[src/rtl/gcd_binary_engine_pkg.sv]
// gcd_binary_engine_pkg: shared state encoding and width constants for the binary GCD engine
package gcd_pkg;
  localparam int GCD_WIDTH = 32;
  localparam int CYCLE_CNT_W = 16;
  typedef enum logic [1:0] {IDLE, ALIGN, SUBT, DONE} gcd_state_e;
endpackage

[src/rtl/gcd_binary_engine_if.sv]
// gcd_binary_engine_if: start/done request bus; with GCD_CYCLE_COUNT_EN it also carries the cycle count
interface gcd_binary_engine_if import gcd_pkg::*; #(parameter int WIDTH = GCD_WIDTH) ();
  logic start;
  logic [WIDTH-1:0] a_in;
  logic [WIDTH-1:0] b_in;
  logic busy;
  logic done;
  logic [WIDTH-1:0] result;
`ifdef GCD_CYCLE_COUNT_EN
  logic [CYCLE_CNT_W-1:0] cycles;
  modport master (output start, a_in, b_in, input busy, done, result, cycles);
  modport slave (input start, a_in, b_in, output busy, done, result, cycles);
`else
  modport master (output start, a_in, b_in, input busy, done, result);
  modport slave (input start, a_in, b_in, output busy, done, result);
`endif
endinterface

[src/rtl/gcd_binary_engine_sub_swap.sv]
// gcd_sub_swap: one subtract-and-swap step of Stein's algorithm (a odd, b reduced towards zero)
module gcd_sub_swap #(parameter int WIDTH = gcd_pkg::GCD_WIDTH) (
  input  logic [WIDTH-1:0] i_a,
  input  logic [WIDTH-1:0] i_b,
  output logic [WIDTH-1:0] o_a_nxt,
  output logic [WIDTH-1:0] o_b_nxt,
  output logic             o_b_zero
);
  logic w_gt;
  assign w_gt = i_a > i_b;
  assign o_b_zero = i_b == '0;
  assign o_a_nxt = (i_b[0] && w_gt) ? i_b : i_a;
  assign o_b_nxt = !i_b[0] ? i_b >> 1 : w_gt ? i_a - i_b : i_b - i_a;
endmodule

[src/rtl/gcd_binary_engine.sv]
// gcd_binary_engine: binary GCD responder on a start/done bus; GCD_CYCLE_COUNT_EN adds a saturating cycle counter
module gcd_binary_engine import gcd_pkg::*; #(
  parameter int WIDTH = GCD_WIDTH,
  parameter int KW = $clog2(WIDTH) + 1
) (
  input logic clk,
  input logic reset,
  gcd_binary_engine_if.slave bus
);
  gcd_state_e r_state, w_state_nxt;
  logic [WIDTH-1:0] r_a, r_b, r_result, w_a_nxt, w_b_nxt, w_result_nxt, w_sub_a, w_sub_b;
  logic [KW-1:0] r_k, w_k_nxt;
  logic w_b_zero, w_both_even, w_zero_op;
  assign w_both_even = !r_a[0] && !r_b[0];
  assign w_zero_op = bus.a_in == '0 || bus.b_in == '0;
  gcd_sub_swap #(.WIDTH(WIDTH)) u_sub (
    .i_a(r_a), .i_b(r_b), .o_a_nxt(w_sub_a), .o_b_nxt(w_sub_b), .o_b_zero(w_b_zero)
  );
  // next state and datapath values for every FSM state
  always_comb begin
    w_state_nxt = r_state;
    w_a_nxt = r_a;
    w_b_nxt = r_b;
    w_k_nxt = r_k;
    w_result_nxt = r_result;
    case (r_state)
      IDLE: if (bus.start) begin
        w_a_nxt = bus.a_in;
        w_b_nxt = bus.b_in;
        w_k_nxt = '0;
        w_result_nxt = w_zero_op ? bus.a_in | bus.b_in : r_result;
        w_state_nxt = w_zero_op ? DONE : ALIGN;
      end
      ALIGN: begin
        w_a_nxt = r_a[0] ? r_a : r_a >> 1;
        w_b_nxt = w_both_even ? r_b >> 1 : r_b;
        w_k_nxt = w_both_even ? r_k + KW'(1) : r_k;
        w_state_nxt = r_a[0] ? SUBT : ALIGN;
      end
      SUBT: begin
        w_a_nxt = w_sub_a;
        w_b_nxt = w_sub_b;
        w_result_nxt = w_b_zero ? r_a << r_k : r_result;
        w_state_nxt = w_b_zero ? DONE : SUBT;
      end
      default: w_state_nxt = IDLE;
    endcase
  end
  // state and datapath registers, cleared immediately on reset
  always_ff @(posedge clk or posedge reset) begin
    if (reset) begin
      r_state <= IDLE;
      r_a <= '0;
      r_b <= '0;
      r_k <= '0;
      r_result <= '0;
    end else begin
      r_state <= w_state_nxt;
      r_a <= w_a_nxt;
      r_b <= w_b_nxt;
      r_k <= w_k_nxt;
      r_result <= w_result_nxt;
    end
  end
  assign bus.busy = r_state != IDLE;
  assign bus.done = r_state == DONE;
  assign bus.result = r_result;
`ifdef GCD_CYCLE_COUNT_EN
  logic [CYCLE_CNT_W-1:0] r_cycles;
  // the accepting cycle counts as one; every busy cycle adds one, saturating, then holds in IDLE
  always_ff @(posedge clk or posedge reset) begin
    if (reset) r_cycles <= '0;
    else if (r_state == IDLE && bus.start) r_cycles <= CYCLE_CNT_W'(1);
    else if (r_state != IDLE && r_cycles != '1) r_cycles <= r_cycles + CYCLE_CNT_W'(1);
  end
  assign bus.cycles = r_cycles;
`endif
endmodule

[src/flat_wrapper.sv]
// flat-port wrapper written by rule: the top's interface ports become plain ports
module gcd_binary_engine_flat import gcd_pkg::*;
#(
  parameter int WIDTH = GCD_WIDTH,
  parameter int KW = $clog2(WIDTH) + 1
)
  (clk, reset, bus_start, bus_a_in, bus_b_in, bus_busy, bus_done, bus_result);
  gcd_binary_engine_if #(.WIDTH(WIDTH)) bus_i ();
  input logic clk;
  input logic reset;
  input wire logic [$bits(bus_i.start)-1:0] bus_start;
  input wire logic [$bits(bus_i.a_in)-1:0] bus_a_in;
  input wire logic [$bits(bus_i.b_in)-1:0] bus_b_in;
  output wire logic [$bits(bus_i.busy)-1:0] bus_busy;
  output wire logic [$bits(bus_i.done)-1:0] bus_done;
  output wire logic [$bits(bus_i.result)-1:0] bus_result;
  assign bus_i.start = bus_start;
  assign bus_i.a_in = bus_a_in;
  assign bus_i.b_in = bus_b_in;
  assign bus_busy = bus_i.busy;
  assign bus_done = bus_i.done;
  assign bus_result = bus_i.result;
  gcd_binary_engine #(.WIDTH(WIDTH), .KW(KW)) u_core (.clk(clk), .reset(reset), .bus(bus_i));
endmodule
[config.mk]
export PLATFORM = sky130hd
export DESIGN_NAME = gcd_binary_engine_flat
export DESIGN_NICKNAME = d
export VERILOG_FILES = /design/src/rtl/gcd_binary_engine_pkg.sv /design/src/rtl/gcd_binary_engine_if.sv /design/src/rtl/gcd_binary_engine_sub_swap.sv /design/src/rtl/gcd_binary_engine.sv /design/src/flat_wrapper.sv
export SDC_FILE = /design/constraint.sdc
export NUM_CORES = 1
export LEC_CHECK = 0
export CAP_MARGIN = 25
export CORE_MARGIN = 4
export CORE_UTILIZATION = 39
export CTS_BUF_LIST = sky130_fd_sc_hd__clkbuf_8
export DETAILED_ROUTE_END_ITERATION = 8
export GPL_TIMING_DRIVEN = 0
export PLACE_DENSITY = 0.7
export SLEW_MARGIN = 20
export SYNTH_ARGS = -nofsm -noshare
export SYNTH_HDL_FRONTEND = slang
export SYNTH_SLANG_ARGS = --single-unit
export TNS_END_PERCENT = 100
[constraint.sdc]
create_clock -name clk -period 11.9 [get_ports clk]
set_clock_uncertainty 0.05 [all_clocks]
set_input_delay 3.57 -clock clk [delete_from_list [all_inputs] [get_ports clk]]
set_output_delay 3.57 -clock clk [all_outputs]
set_load 0.02 [all_outputs]
[Word level (Yosys, flattened, before mapping)]
Cells that the tools add are included.
Storage, ports and cells
  flip-flop bits (word level): 104
Cells by class
  bitwise logic cells: 1
  equal/unequal tests: 9
  magnitude comparators: 1
  shifts and indexed selects: 1
  muxes and demuxes: 21
  reduce and logical (&&, ||, !) cells: 18
  add/sub/neg operators: 3
Operators with widths (count)
  two-way mux 32 bit: 10
  case mux 32 bit (3 select lines): 2
  zero test 32 bit: 3
  case mux 32 bit (2 select lines): 1
  subtractor 32 bit: 2
  greater-than comparator 32 bit: 1
  bitwise OR 32 bit: 1
  << shifter 32 x 6 -> 32 bit: 1
  two-way mux 6 bit: 2
  case mux 6 bit (2 select lines): 1
  AND reduction 3 bit: 3
  AND reduction 4 bit: 2
  adder 6 x 1 -> 6 bit (second input constant): 1
  two-way mux 2 bit: 3
  inequality test 2 x 1 -> 1 bit (second input constant): 3
  inequality test 2 bit (second input constant): 3
  case mux 2 bit (3 select lines): 1
  nonzero test 2 bit: 3
  equality test 2 bit (second input constant): 2
  nonzero test 3 bit: 1
  equality test 2 x 1 -> 1 bit (second input constant): 1
  logical AND 1 bit: 2
  zero test 1 bit: 2
  zero test 2 bit: 1
  other kinds (2): 2

[Logic depth before layout (Yosys ltp)]
Gate-level depths: netlist of the first run.
  depth after elaboration: 5
  gate-level depth with buffers: 17
  depth with buffers taken out: 14

[By module]
Synthesis of the first run repeated with hierarchy kept, for this count alone.
Unflattened totals
  cells, all modules: 1611
  area total of the unflattened synthesis: 12086.6 um^2
By module, submodules not included
  gcd_binary_engine: area an instance 7487.2 um^2, cells each 892, times used 1, sequential area each 2602.5 um^2
  gcd_sub_swap: area an instance 4599.4 um^2, cells each 719, times used 1, sequential area each 0.0 um^2

[Worst setup path before layout of the first run]
OpenSTA, ideal clock, no wires.
  path type: input-to-reg
  start point: input port bus_b_in[5]
  end point: register u_core.r_result[0], in the netlist u_core.bus.result[0]
  data required time: 11.731 ns
  stages: 8
  setup time: 0.119 ns
  path slack: 6.610 ns
  arrival time: 5.122 ns
  path through: nor4_1 -> nand4_1 -> o22ai_1 -> a21oi_1 -> nor2_1 -> clkbuf_1 -> o221ai_1 -> o21a_1
On the way
  word-level cells in the longest chain between the ends: 4
Ends and longest elaborated chain
  from (decl): line flat_wrapper.sv:13  | input wire logic [$bits(bus_i.b_in)-1:0] bus_b_in;
  zero test 32 bit: line gcd_binary_engine.sv:15  | assign w_zero_op = bus.a_in == '0 || bus.b_in == '0;
  logical OR 1 bit: line gcd_binary_engine.sv:15
  inequality test 2 x 1 -> 1 bit (no line)
  AND reduction 4 bit (no line)
  to (signal assigned): line gcd_binary_engine.sv:62  | r_result <= w_result_nxt;
  to (decl): line gcd_binary_engine.sv:11  | logic [WIDTH-1:0] r_a, r_b, r_result, w_a_nxt, w_b_nxt, w_result_nxt, w_sub_a, w_sub_b;
Every way passes these cells.
A chain may end at the register's enable or synchronous reset.

[Worst setup path after layout of the first run]
  start point: input port bus_a_in[30]
  end point: register u_core.r_result[1], in the netlist u_core.bus.result[1]
On the way
  word-level cells in the longest chain between the ends: 4
Ends and longest elaborated chain
  from (decl): line flat_wrapper.sv:12  | input wire logic [$bits(bus_i.a_in)-1:0] bus_a_in;
  zero test 32 bit: line gcd_binary_engine.sv:15
  logical OR 1 bit: line gcd_binary_engine.sv:15
  inequality test 2 x 1 -> 1 bit (no line)
  AND reduction 4 bit (no line)
Every way passes these cells.

==> results of run 1 <==
[logic make-up (layout without fill, tap and decap cells)]
logic type	count (synthesis)	after routing
buffers and inverters	201	318
XOR/XNOR	29	29
adder cells (fa/ha/maj)	71	71
AND/OR/NAND/NOR	423	423
multiplexers	60	60
flip-flops	104	104
AO/OA/AOI/OAI	533	533
[state kept, by name, summed over array words and instances (netlist names)]
name,count
u_core.bus.result,32
u_core.r_a,32
u_core.r_b,32
u_core.r_k,6
u_core.r_state,2
[layout by cell type (no fill, tap or decap), drive strengths merged, types with 19 or more instances in the layout]
cell           synthesis  layout
o22ai                 28      28
o21ai                139     139
nand3                 28      28
o21a                  22      22
nor2                 121     121
clkbuf                75      84
buf                   37      38
o221ai                25      25
o211ai                19      19
inv                   89      92
clkdlybuf4s50          0     100
a31oi                 19      19
ha                    69      69
nor4                  26      26
a22oi                 34      34
mux2i                 32      32
nand4                 19      19
a21oi                130     130
dfrtp                104     104
a211oi                26      26
nand2                146     146
a21o                  33      33
mux4                  20      20
[cells in the mapped netlist (all sizes together), types with 3 or more instances]
| cell | n | area share |
|---|---|---|
| nand3b | 4 | 0.0028 |
| a21oi | 130 | 0.061 |
| a31oi | 19 | 0.011 |
| clkbuf | 75 | 0.026 |
| a311oi | 10 | 0.0087 |
| inv | 89 | 0.031 |
| nor4 | 26 | 0.016 |
| and4 | 3 | 0.0024 |
| nand4 | 19 | 0.012 |
| buf | 37 | 0.020 |
| o21bai | 6 | 0.0042 |
| xnor2 | 18 | 0.015 |
| and2 | 8 | 0.0046 |
| o211ai | 19 | 0.014 |
| nand3 | 28 | 0.013 |
| a21o | 33 | 0.023 |
| o22ai | 28 | 0.016 |
| and3 | 8 | 0.0046 |
| nand2b | 13 | 0.0075 |
| or2 | 3 | 0.0017 |
| dfrtp | 104 | 0.24 |
| or3 | 9 | 0.0052 |
| nand2 | 146 | 0.051 |
| mux2 | 8 | 0.0083 |
| nor3b | 3 | 0.0021 |
| o221ai | 25 | 0.020 |
| o21a | 22 | 0.015 |
| nor3 | 16 | 0.0074 |
| xor2 | 11 | 0.0089 |
| mux4 | 20 | 0.042 |
| a211oi | 26 | 0.018 |
| a211o | 4 | 0.0032 |
| a221oi | 13 | 0.011 |
| o21ai | 139 | 0.064 |
| mux2i | 32 | 0.030 |
| ha | 69 | 0.080 |
| nor2b | 14 | 0.0081 |
| nor2 | 121 | 0.042 |
| o31ai | 4 | 0.0032 |
| a22oi | 34 | 0.024 |
[worst paths after layout]
check	startpoint	endpoint	slack, ns	depth (start not counted)
setup / recovery	bus_a_in[30]	u_core.bus.result[1]	5.35	9
hold / removal	u_core.bus.result[6]	u_core.bus.result[6]	0.45	1
setup reg to reg	u_core.r_b[0]	u_core.r_a[2]	7.15	14
hold reg to reg	u_core.bus.result[6]	u_core.bus.result[6]	0.45	1
max in group asynchronous	reset	u_core.r_b[10]	7.64	3
min in group asynchronous	reset	u_core.bus.result[25]	3.48	2
[routing by layer]
metal  GRT usage  routed length [um]  vias to the layer above
met5           0                   0                        -
met4     0.08118                1377                        0
met3     0.09412                6070                      112
met2      0.4298               19460                      847
met1      0.4191               19740                     5927
li1            -                   -                     5443
[stage by stage]
step | instance area, um2 | hold WS, ns
2_1_floorplan | 10840 | 0.4428
3_3_place_gp | 12310 | 0.4287
3_5_place_dp | 12340 | 0.4344
4_1_cts | 12530 | 0.4610
5_1_grt | 12530 | 0.4765
6_report | 12530 | 0.4539
[cell type report]
type,instances,area (um2)
Inverter,89,339.1
Clock buffer,9,123.9
Fill cell,2809,14640
Sequential cell,104,2603
Multi-Input combinational cell,1116,7411
Clock inverter,7,63.81
Buffer,112,498.0
Tap cell,372,465.4
Timing Repair Buffer,101,1028
==> qor.txt, run 1 <==
IO Count: 101
Rel. slew slack: 0.3851
worst path bufs/invs: 2
Avg Cell Area, Syn: 7.629 um2
Final Cycle Share: 0.5504
critical path's largest stage delay: 0.73 ns
Max Root-Sink Buffers: 2
ratio of cells with drive above 1 in the final layout: 0.05982
mapped cell area: 10,840 um2
status: complete, no violations
Unique masters post-synth: 73
post-synthesis compound-gate area fraction: 0.3153
CP Max Fanout: 10
routed len/inst: 24.42 um
antenna viol nets, final: 0
CP arrival: 6.80 ns
final worst slack: 5.350 ns
Slew @ Worst Pin: 0.9224 ns
clock-pin slew on the worst setup and hold paths: 0.11 ns
CTS Sinks: 104
total gr overflow: 0
CTS tree: built
htree depth: 3
Die Wd: 174.7 um
highest clock rate: 152.7 MHz
number of synthesized flops with an enable pin: 0
crit path cell chain: clkdlybuf4s50_1 -> nor4_1 -> nand4_1 -> o22ai_1 -> a21oi_1 -> nor2_1 -> clkbuf_1 -> o221ai_1 -> o21a_1
area grow syn2layout: 15.60%
pre-CTS WS: 5.061 ns
post-DP HPWL: 37,170 um
Die ar.: 30,530 um2
Final min period: 6.550 ns
count of final hold-check violations: 0
clock latency on the worst-skew pair: 0.41 ns
ant diodes: 0
CTS Hold Bufs: 0
initial antenna violation count: 0
total placed cells including tap cells: 1,894
Setup TNS: 0 ns
1st-iter DRT viols: 1,931
gpl congestion: 1.034
Max Slew Vio Count: 0
Core Region: 27,180 um2
CTS resizes: 0
xor/xnor cell area share of the yosys netlist: 0.02343
main combinational cell family by area after synthesis: compound AO/OA/AOI/OAI gates
RSZ-0062 raised after global routing: no
simple-gate share of the synthesized area: 0.1813
Finished Core Util: 0.4611
mux cell area share after synthesis: 0.07976
Setup CP Type: in2reg
port bufs: 100
HP Class: reg2reg
fraction of registers with async set/reset: 1.000
WP data required: 12.15 ns
Synthesized Nets: 1,559
largest net degree at the start of global routing: 64
Post-CTS Setup Repair Bufs: 0
final setup fails: 0
via-per-instance ratio: 6.455
Root Driver: clkbuf_8
ys flop type: dfrtp_1
post-synthesis register bit count: 104
vias after detailed routing: 12,329
sequential-to-total area share from yosys stat: 0.2401
TritonRoute pass-1 iters: 6
first-pass GRT wire length: 70,230 um
drc violations: 0
Syn Inst Count: 1,421
Nets: 1,671
Starting Density: 0.3989
CTS Buf Count: 9
slowest stage cell, crit path: nor4_1
post-synthesis adder-cell area fraction: 0.08333
final WL: 46,650 um
CP endpoint kind: register
# rows: 60
delay-heaviest family, CP: simple AND/OR/NAND/NOR gates
GRT Util Overall: 0.2943
DIE HEIGHT: 174.7 um
Ys Warns: 0
vias in the first global route: 11,652
fin cells: 1,910
Maximum Capacitance Violations: 0
nature of the critical path startpoint: primary input
Power of run 1 is not shown: default switching activity piles up to over one toggle a cycle in this logic, so the estimate is an artifact.
==> run 2, diff against run 1 <==
==> constraint.sdc (replaced) <==
create_clock -name clk -period 6.7 [get_ports clk]
set_clock_uncertainty 0.05 [all_clocks]
set_input_delay 2.01 -clock clk [delete_from_list [all_inputs] [get_ports clk]]
set_output_delay 2.01 -clock clk [all_outputs]
set_load 0.02 [all_outputs]
==> results of run 2 <==
Same layout as run 1 (identical final DEF). Status: complete, no violations.
Main changes from that run: setup slack after placement 5.061 ns -> 1.421 ns; setup slack after layout 5.350 ns -> 1.710 ns; register-to-register setup slack 7.15 ns -> 1.95 ns
Power of run 2 is left out for the same reason.
